===== src/rtl/tff_count_ctrl.sv =====
`default_nettype none
// ============================================================================
// Module   : tff_count_ctrl
// Brief    : Bank of T flip-flops driven as an up/down counter by a four-state
//            controller (IDLE -> CLEAR -> RUN -> DONE) with a captured limit.
// Revision : 1.0 - initial release
// ============================================================================
module tff_count_ctrl #(
    parameter int WIDTH = 8
) (
    input  logic             clk,
    input  logic             reset,
    input  logic             start,
    input  logic             stop,
    input  logic             mode,
    input  logic [WIDTH-1:0] limit,
    output logic [WIDTH-1:0] t_vec,
    output logic [WIDTH-1:0] q,
    output logic [WIDTH-1:0] qbar,
    output logic             busy,
    output logic             done
);

    typedef enum logic [1:0] {
        S_IDLE  = 2'd0,
        S_CLEAR = 2'd1,
        S_RUN   = 2'd2,
        S_DONE  = 2'd3
    } state_t;

    state_t           state_q, state_d;
    logic             mode_q, mode_d;
    logic [WIDTH-1:0] limit_q, limit_d;
    logic [WIDTH-1:0] bank_q, bank_d;
    logic [WIDTH-1:0] count_vec;
    logic             carry;

    // Ripple toggle pattern: bit i toggles when all lower bits are 1 (up)
    // or all lower bits are 0 (down).
    always_comb begin
        count_vec = '0;
        carry     = 1'b1;
        for (int i = 0; i < WIDTH; i++) begin
            count_vec[i] = carry;
            carry        = carry & (mode_q ? ~bank_q[i] : bank_q[i]);
        end
    end

    always_comb begin
        state_d = state_q;
        mode_d  = mode_q;
        limit_d = limit_q;
        t_vec   = '0;
        unique case (state_q)
            S_IDLE: begin
                if (start) begin
                    mode_d  = mode;
                    limit_d = limit;
                    state_d = S_CLEAR;
                end
            end
            S_CLEAR: begin
                t_vec   = mode_q ? ~bank_q : bank_q;
                state_d = S_RUN;
            end
            S_RUN: begin
                if (stop) begin
                    state_d = S_IDLE;
                end else if (bank_q == limit_q) begin
                    state_d = S_DONE;
                end else begin
                    t_vec = count_vec;
                end
            end
            S_DONE: begin
                state_d = S_IDLE;
            end
            default: begin
                state_d = S_IDLE;
            end
        endcase
    end

    assign bank_d = bank_q ^ t_vec;

    always_ff @(posedge clk) begin
        if (reset) begin
            state_q <= S_IDLE;
            mode_q  <= 1'b0;
            limit_q <= '0;
            bank_q  <= '0;
        end else begin
            state_q <= state_d;
            mode_q  <= mode_d;
            limit_q <= limit_d;
            bank_q  <= bank_d;
        end
    end

    assign q    = bank_q;
    assign qbar = ~bank_q;
    assign busy = (state_q == S_CLEAR) || (state_q == S_RUN);
    assign done = (state_q == S_DONE);

endmodule
`default_nettype wire


===== config.mk =====
export PLATFORM = sky130hd
export DESIGN_NAME = tff_count_ctrl
export DESIGN_NICKNAME = d
export VERILOG_FILES = /design/src/rtl/tff_count_ctrl.sv
export SDC_FILE = /design/constraint.sdc
export NUM_CORES = 1
export LEC_CHECK = 0
export CORE_MARGIN = 3
export CORE_UTILIZATION = 60
export CTS_CLUSTER_DIAMETER = 200
export DETAILED_ROUTE_END_ITERATION = 7
export DONT_BUFFER_PORTS = 1
export PLACE_DENSITY_LB_ADDON = 0.08
export SETUP_SLACK_MARGIN = 0.2
export SLEW_MARGIN = 20
export SYNTH_ARGS = -nofsm -noshare
export SYNTH_HDL_FRONTEND = slang
export SYNTH_SLANG_ARGS = --single-unit

===== constraint.sdc =====
create_clock -name clk -period 2.7 [get_ports clk]
set_input_delay 0.135 -clock clk [delete_from_list [all_inputs] [get_ports clk]]
set_output_delay 0.135 -clock clk [all_outputs]
set_load 0.005 [all_outputs]

* After elaboration in Yosys (flattened, before gate mapping)
Index checks and enable logic that the tools add are counted.
Operators by class: equal/unequal tests 6, mux-type cells 15, bitwise logic cells 15, reduce and logical (&&, ||, !) cells 4
Operators with widths (number):
- 8-bit two-way mux | 3
- 8-bit one-hot mux with 2 select lines | 1
- 8-bit equality test | 1
- 8-bit inverter | 1
- 2-bit one-hot mux with 4 select lines | 1
- 8-bit XOR | 1
- 1-bit two-way mux | 7
- 1-bit inverter | 7
- 1-bit bitwise AND | 6
- 2-bit two-way mux | 3
- 2-bit equality test, second input constant | 2
- 2-bit AND reduction | 2
- 3-bit != test, second input constant | 1
- 2-bit by 1-bit equality test with 1-bit output, second input constant | 1
- 2-bit logical NOT | 1
- 2-bit != test, second input constant | 1
- 1-bit logical OR | 1
Word-level totals: register bits after elaboration 19, bits of input ports 13, output and inout port bits 26, word-level logic and storage cells 44

* Longest topological paths before layout
depth after elaboration 12, depth in mapped cells 9, mapped depth without buffers 7

* Worst setup path after synthesis
No wires, ideal clock.
kind register to register, start register state_q[0], end register bank_q[1] (netlist: q[1]), arrival 1.761 ns, required time 2.622 ns, setup slack 0.861 ns, stages on the path, launching flop included 10, path buffers 2, period minus slack after synthesis 1.839 ns, cells stage by stage dfxtp_1 > inv_1 > ha_1 > buf_2 > inv_1 > buf_2 > nor2_1 > a211oi_1 > o31ai_1 > nor3_1
On the way: longest elaborated chain between the ends 3
RTL lines:
- from (decl) | RTL line 31 | state_t state_q, state_d;
- from (signal assigned) | RTL line 93 | state_q <= state_d;
- 2-bit equality test or 2-bit by 1-bit equality test with 1-bit output (tied branches) | RTL line 54 | unique case (state_q)
- 8-bit one-hot mux with 2 select lines * | RTL line 54
- 8-bit XOR * | RTL line 84 | assign bank_d = bank_q ^ t_vec;
- to (signal assigned) | RTL line 96 | bank_q <= bank_d;
- to (decl) | RTL line 34 | logic [WIDTH-1:0] bank_q, bank_d;
Mark *: on every way between the ends. The rest lies on a longest branch, timed or not. A chain may end at the register's enable or synchronous reset.

* Worst setup path after layout
start register state_q[1], end output port t_vec[2]
On the way: longest elaborated chain between the ends 2
RTL lines:
- 2-bit equality test or 2-bit by 1-bit equality test with 1-bit output (tied branches) | RTL line 54
- 8-bit one-hot mux with 2 select lines * | RTL line 54
- to (decl) | RTL line 17 | output logic [WIDTH-1:0] t_vec,
Marks and branches as above.

==> results.txt <==
----------------------------------------------------
[Outcome]
  Run status ... completed

[Floorplanning]
  Chip height ... around 57 um
  Die ar. ... 0.00326 mm^2
  Initial Util ... 67.0%
  Total number of placement rows ... 17
  Core area ... approximately 0.0023 mm^2
  Die X-Extent ... 57.1 um
  I/O pin count ... 39

[Layout]
  Layout overhead on the synthesized area ... 10.4%
  Final non-filler cell area ... 0.00173 mm^2
  Number of filler instances in the final layout ... 183
  Ant diodes ... 0
  Multi-input gate area in the final layout ... a little over 0.001 mm^2
  Util after Layout ... between 70% and 80%
  Share of layout cells above drive strength 1 ... a little over an eighth
  Area used by sequential logic in the layout ... between 300 and 400 um^2
  NumNets Final ... roughly 220

[Placed design]
  Place WS ... around 0.52 ns
  Placed wire-length estimate after detailed placement ... between 2000 and 3000 um
  Weighted congestion at the end of routability-driven global placement ... 0.825
  Count of input and output buffers ... 0
  Instance area at placement ... approximately 0.0015 mm^2

[Global route]
  Antenna violations before repair ... 0
  Pin count of the biggest net entering global routing ... 22
  Total global-route track usage ... 24.3%
  Number of global-route vias before repair ... between 1,000 and 1,500
  Total gr overflow ... 0
  First-pass GRT wire length ... between 6000 and 7000 um

[Pwr]
  Maximum ir drop on the vdd rail ... 0.442 mV
  Power per cell area ... roughly 550 mW/mm^2
  Overall power consumption ... 951 uW
  Static leakage ... 0.000590 uW

[Timing]
  Setup repair after global routing missed its margin ... false
  Share of the clock period used by the worst path ... between 80% and 90%
  Time the worst path needs with I/O delays and setup ... 2.22 ns
  Worst clock skew ... 0.00220 ns
  Max frequency ... roughly 450 MHz
  PnR worst setup slack ... roughly 0.48 ns
  Total Negative Setup Slacks ... 0 ns
  Worst-Margin Slew ... around 0.57 ns
  Max Slew Vio Count ... 0
  Normalized max-slew margin ... 61.7%
  Final number of hold-violating endpoints ... 0
  Setup-failing EPs final ... 0

[Synthesis]
  Post-Syn Area per Cell ... 8.33 um^2
  Total of flip-flops plus latches after synthesis ... 19
  Distinct cells, synth ... 51
  Syn Inst Count ... ~190
  Area of the mapped netlist ... 0.00157 mm^2
  Number of nets produced by synthesis ... around 200
  Number of warnings printed during yosys synthesis ... 0
  Share of async-settable or async-resettable flops after synthesis ... 0%
  Count of flip-flops with a built-in enable after synthesis ... 0
  Sequential area share after synthesis ... roughly 24%
  Main synth FF type ... sky130_fd_sc_hd__dfxtp_1

[Worst setup path]
  Crit path buf inv count ... 2
  Critical path type ... reg2out
  Worst setup path startpoint ... state_q[1]
  Crit path max-delay family ... adder cells
  Critical Path Max Stage Delay ... roughly 0.54 ns
  Worst R2R Setup Slack ... a little under 0.5 ns
  Worst setup path endpoint ... t_vec[2]
  Required time worst endpoint ... approximately 2.6 ns
  Most frequent CP cell ... sky130_fd_sc_hd__inv_1
  Worst reg-to-reg path cell count ... 5
  Kind of capture point of the worst setup path ... output pin
  Arrival time worst endpoint ... around 2.1 ns
  Stages on the worst setup path ... 4
  Critical path cell sequence ... inv_1 -> ha_1 -> inv_1 -> o32ai_4
  Slowest-stage cell, CP ... sky130_fd_sc_hd__ha_1
  CP Max Fanout ... 11
  FF-to-FF End ... q[2]
  Startpoint of the worst-slack reg-to-reg timing path ... state_q[1]
  Startpoint kind of the worst setup timing path ... flip-flop

[Detailed routing]
  Overall via count from detail_route ... approximately 1,400
  Via count normalized by instance count ... 6.40
  Number of remaining DRC errors ... 0
  First drt pass iteration count ... 4
  Final routed wirelength across all metal layers ... roughly 3900 um
  Post-detailed-route count of antenna-violating nets ... 0
  Routed wire per std cell ... about 17 um
  Initial DRC count ... 52

[Clock tree]
  Maximum buffer depth of the clock tree ... 2
  Post-cts gate resize count ... 0
  Post-CTS clock slew at the launch and capture registers of the worst setup and hold paths ... 0.11 ns
  Total setup buffers inserted after CTS ... 0
  Clock network latency to the later pin of the worst-skew pair ... around 0.31 ns
  CTS root buffer ... sky130_fd_sc_hd__clkbuf_4
  Cts hold-fix bufs ... 19
  Number of clock buffers inserted by TritonCTS ... 3
  Number of clock sinks ... 19
  Clock tree from TritonCTS ... done
  H-tree levels ... 1

[Job]
  Number of violations of the max-capacitance limit ... 0

[Worst hold path]
  Path class of the lowest-slack min-delay path ... in2reg

----------------------------------------------------
## logic make-up (layout without fill, tap and decap cells)
kind of cell / after synthesis / in the layout / synth area share (%)
AO/OA/AOI/OAI: 50 / 50 / 24.0
AND/OR/NAND/NOR: 67 / 67 / 23.6
multiplexers: 5 / 5 / 3.75
buffers and inverters: 28 / 37 / 9.58
XOR/XNOR: 14 / 14 / 10.7
flip-flops: 19 / 19 / 24.3
adder cells (fa/ha/maj): 5 / 5 / 3.99
## layout by cell type (no fill, tap or decap), types with 2 or more instances in the layout
cell and n:
sky130_fd_sc_hd__ha_1 5, sky130_fd_sc_hd__nand2_1 18, sky130_fd_sc_hd__dfxtp_1 19, sky130_fd_sc_hd__inv_1 12, sky130_fd_sc_hd__o211ai_1 4, sky130_fd_sc_hd__mux2_1 2, sky130_fd_sc_hd__xnor2_1 4, sky130_fd_sc_hd__nand4_1 2
sky130_fd_sc_hd__or3_1 2, sky130_fd_sc_hd__o21ai_0 3, sky130_fd_sc_hd__xor2_1 4, sky130_fd_sc_hd__clkbuf_4 3, sky130_fd_sc_hd__buf_4 2, sky130_fd_sc_hd__xnor2_2 6, sky130_fd_sc_hd__and4_1 2, sky130_fd_sc_hd__nor2_1 14
sky130_fd_sc_hd__a31oi_1 2, sky130_fd_sc_hd__nand3_1 12, sky130_fd_sc_hd__a21oi_1 22, sky130_fd_sc_hd__nand2b_1 4, sky130_fd_sc_hd__a21oi_2 2, sky130_fd_sc_hd__nor3_1 4, sky130_fd_sc_hd__a211oi_1 2, sky130_fd_sc_hd__dlygate4sd3_1 19
## layout make-up
type                    instances  share of cell area, %
multi-input cells             141                   59.9
clock inverters                 1                  0.289
clock buffers                   3                   1.30
inverters                      12                   2.60
flip-flops and latches         19                   22.0
well taps                      28                   2.03
repair buffers                 21                   11.9
## layer usage
layer / vias to the layer above / share of wire [%] / global-route usage (%)
met5: - / 0 / 0
met4: 0 / 2.3 / 7.95
met3: 12 / 9.4 / 8.14
met2: 69 / 49 / 41.4
met1: 673 / 39 / 28.6
li1: 685 / - / -
## synth_stat cells, types with 3 or more instances
master	n	area share, %
sky130_fd_sc_hd__buf_6	5	3.6
sky130_fd_sc_hd__o21ai_0	3	0.96
sky130_fd_sc_hd__buf_2	6	1.9
sky130_fd_sc_hd__a21oi_1	22	7.0
sky130_fd_sc_hd__xnor2_2	6	6.2
sky130_fd_sc_hd__nor3_1	4	1.3
sky130_fd_sc_hd__dfxtp_1	19	24
sky130_fd_sc_hd__nand2_1	18	4.3
sky130_fd_sc_hd__xnor2_1	4	2.2
sky130_fd_sc_hd__ha_1	5	4.0
sky130_fd_sc_hd__nand3_1	12	3.8
sky130_fd_sc_hd__nand2b_1	4	1.6
sky130_fd_sc_hd__nor2_1	14	3.4
sky130_fd_sc_hd__xor2_1	4	2.2
sky130_fd_sc_hd__clkbuf_1	5	1.2
sky130_fd_sc_hd__inv_1	12	2.9
sky130_fd_sc_hd__o211ai_1	4	1.9
## where the power goes
group	total, uW	internal [uW]	switching (uW)
Combinational	434	173	261
Clock	150	55.4	94.3
Sequential	367	311	55.6
Total	951	539	411
## worst min-delay path by stage
stage / startpoint / to / slack (ns) / depth (start not counted)
after floorplan: limit[0] / limit_q[0] / 0.28 / 2
after global placement: reset / q[3] / 0.21 / 1
after detailed placement: reset / q[4] / 0.21 / 1
after CTS: reset / q[6] / 0.003 / 2
after global routing: reset / q[6] / 0.002 / 2
final: reset / q[6] / 0.02 / 2
## metrics by stage
step | hold WS (ns) | cells
final | 0.0188 | 225
after global routing | 0.00241 | 225
after CTS | 0.00332 | 225
after detailed placement | 0.210 | 202
after global placement | 0.208 | 202
after floorplan | 0.282 | 188
## registers in the layout, indices dropped and copies added, names as in the netlist
| register | count |
|---|---|
| q | 8 |
| limit_q | 8 |
| state_q | 2 |
| mode_q | 1 |
Note: power is estimated with default switching activity, not from simulation.
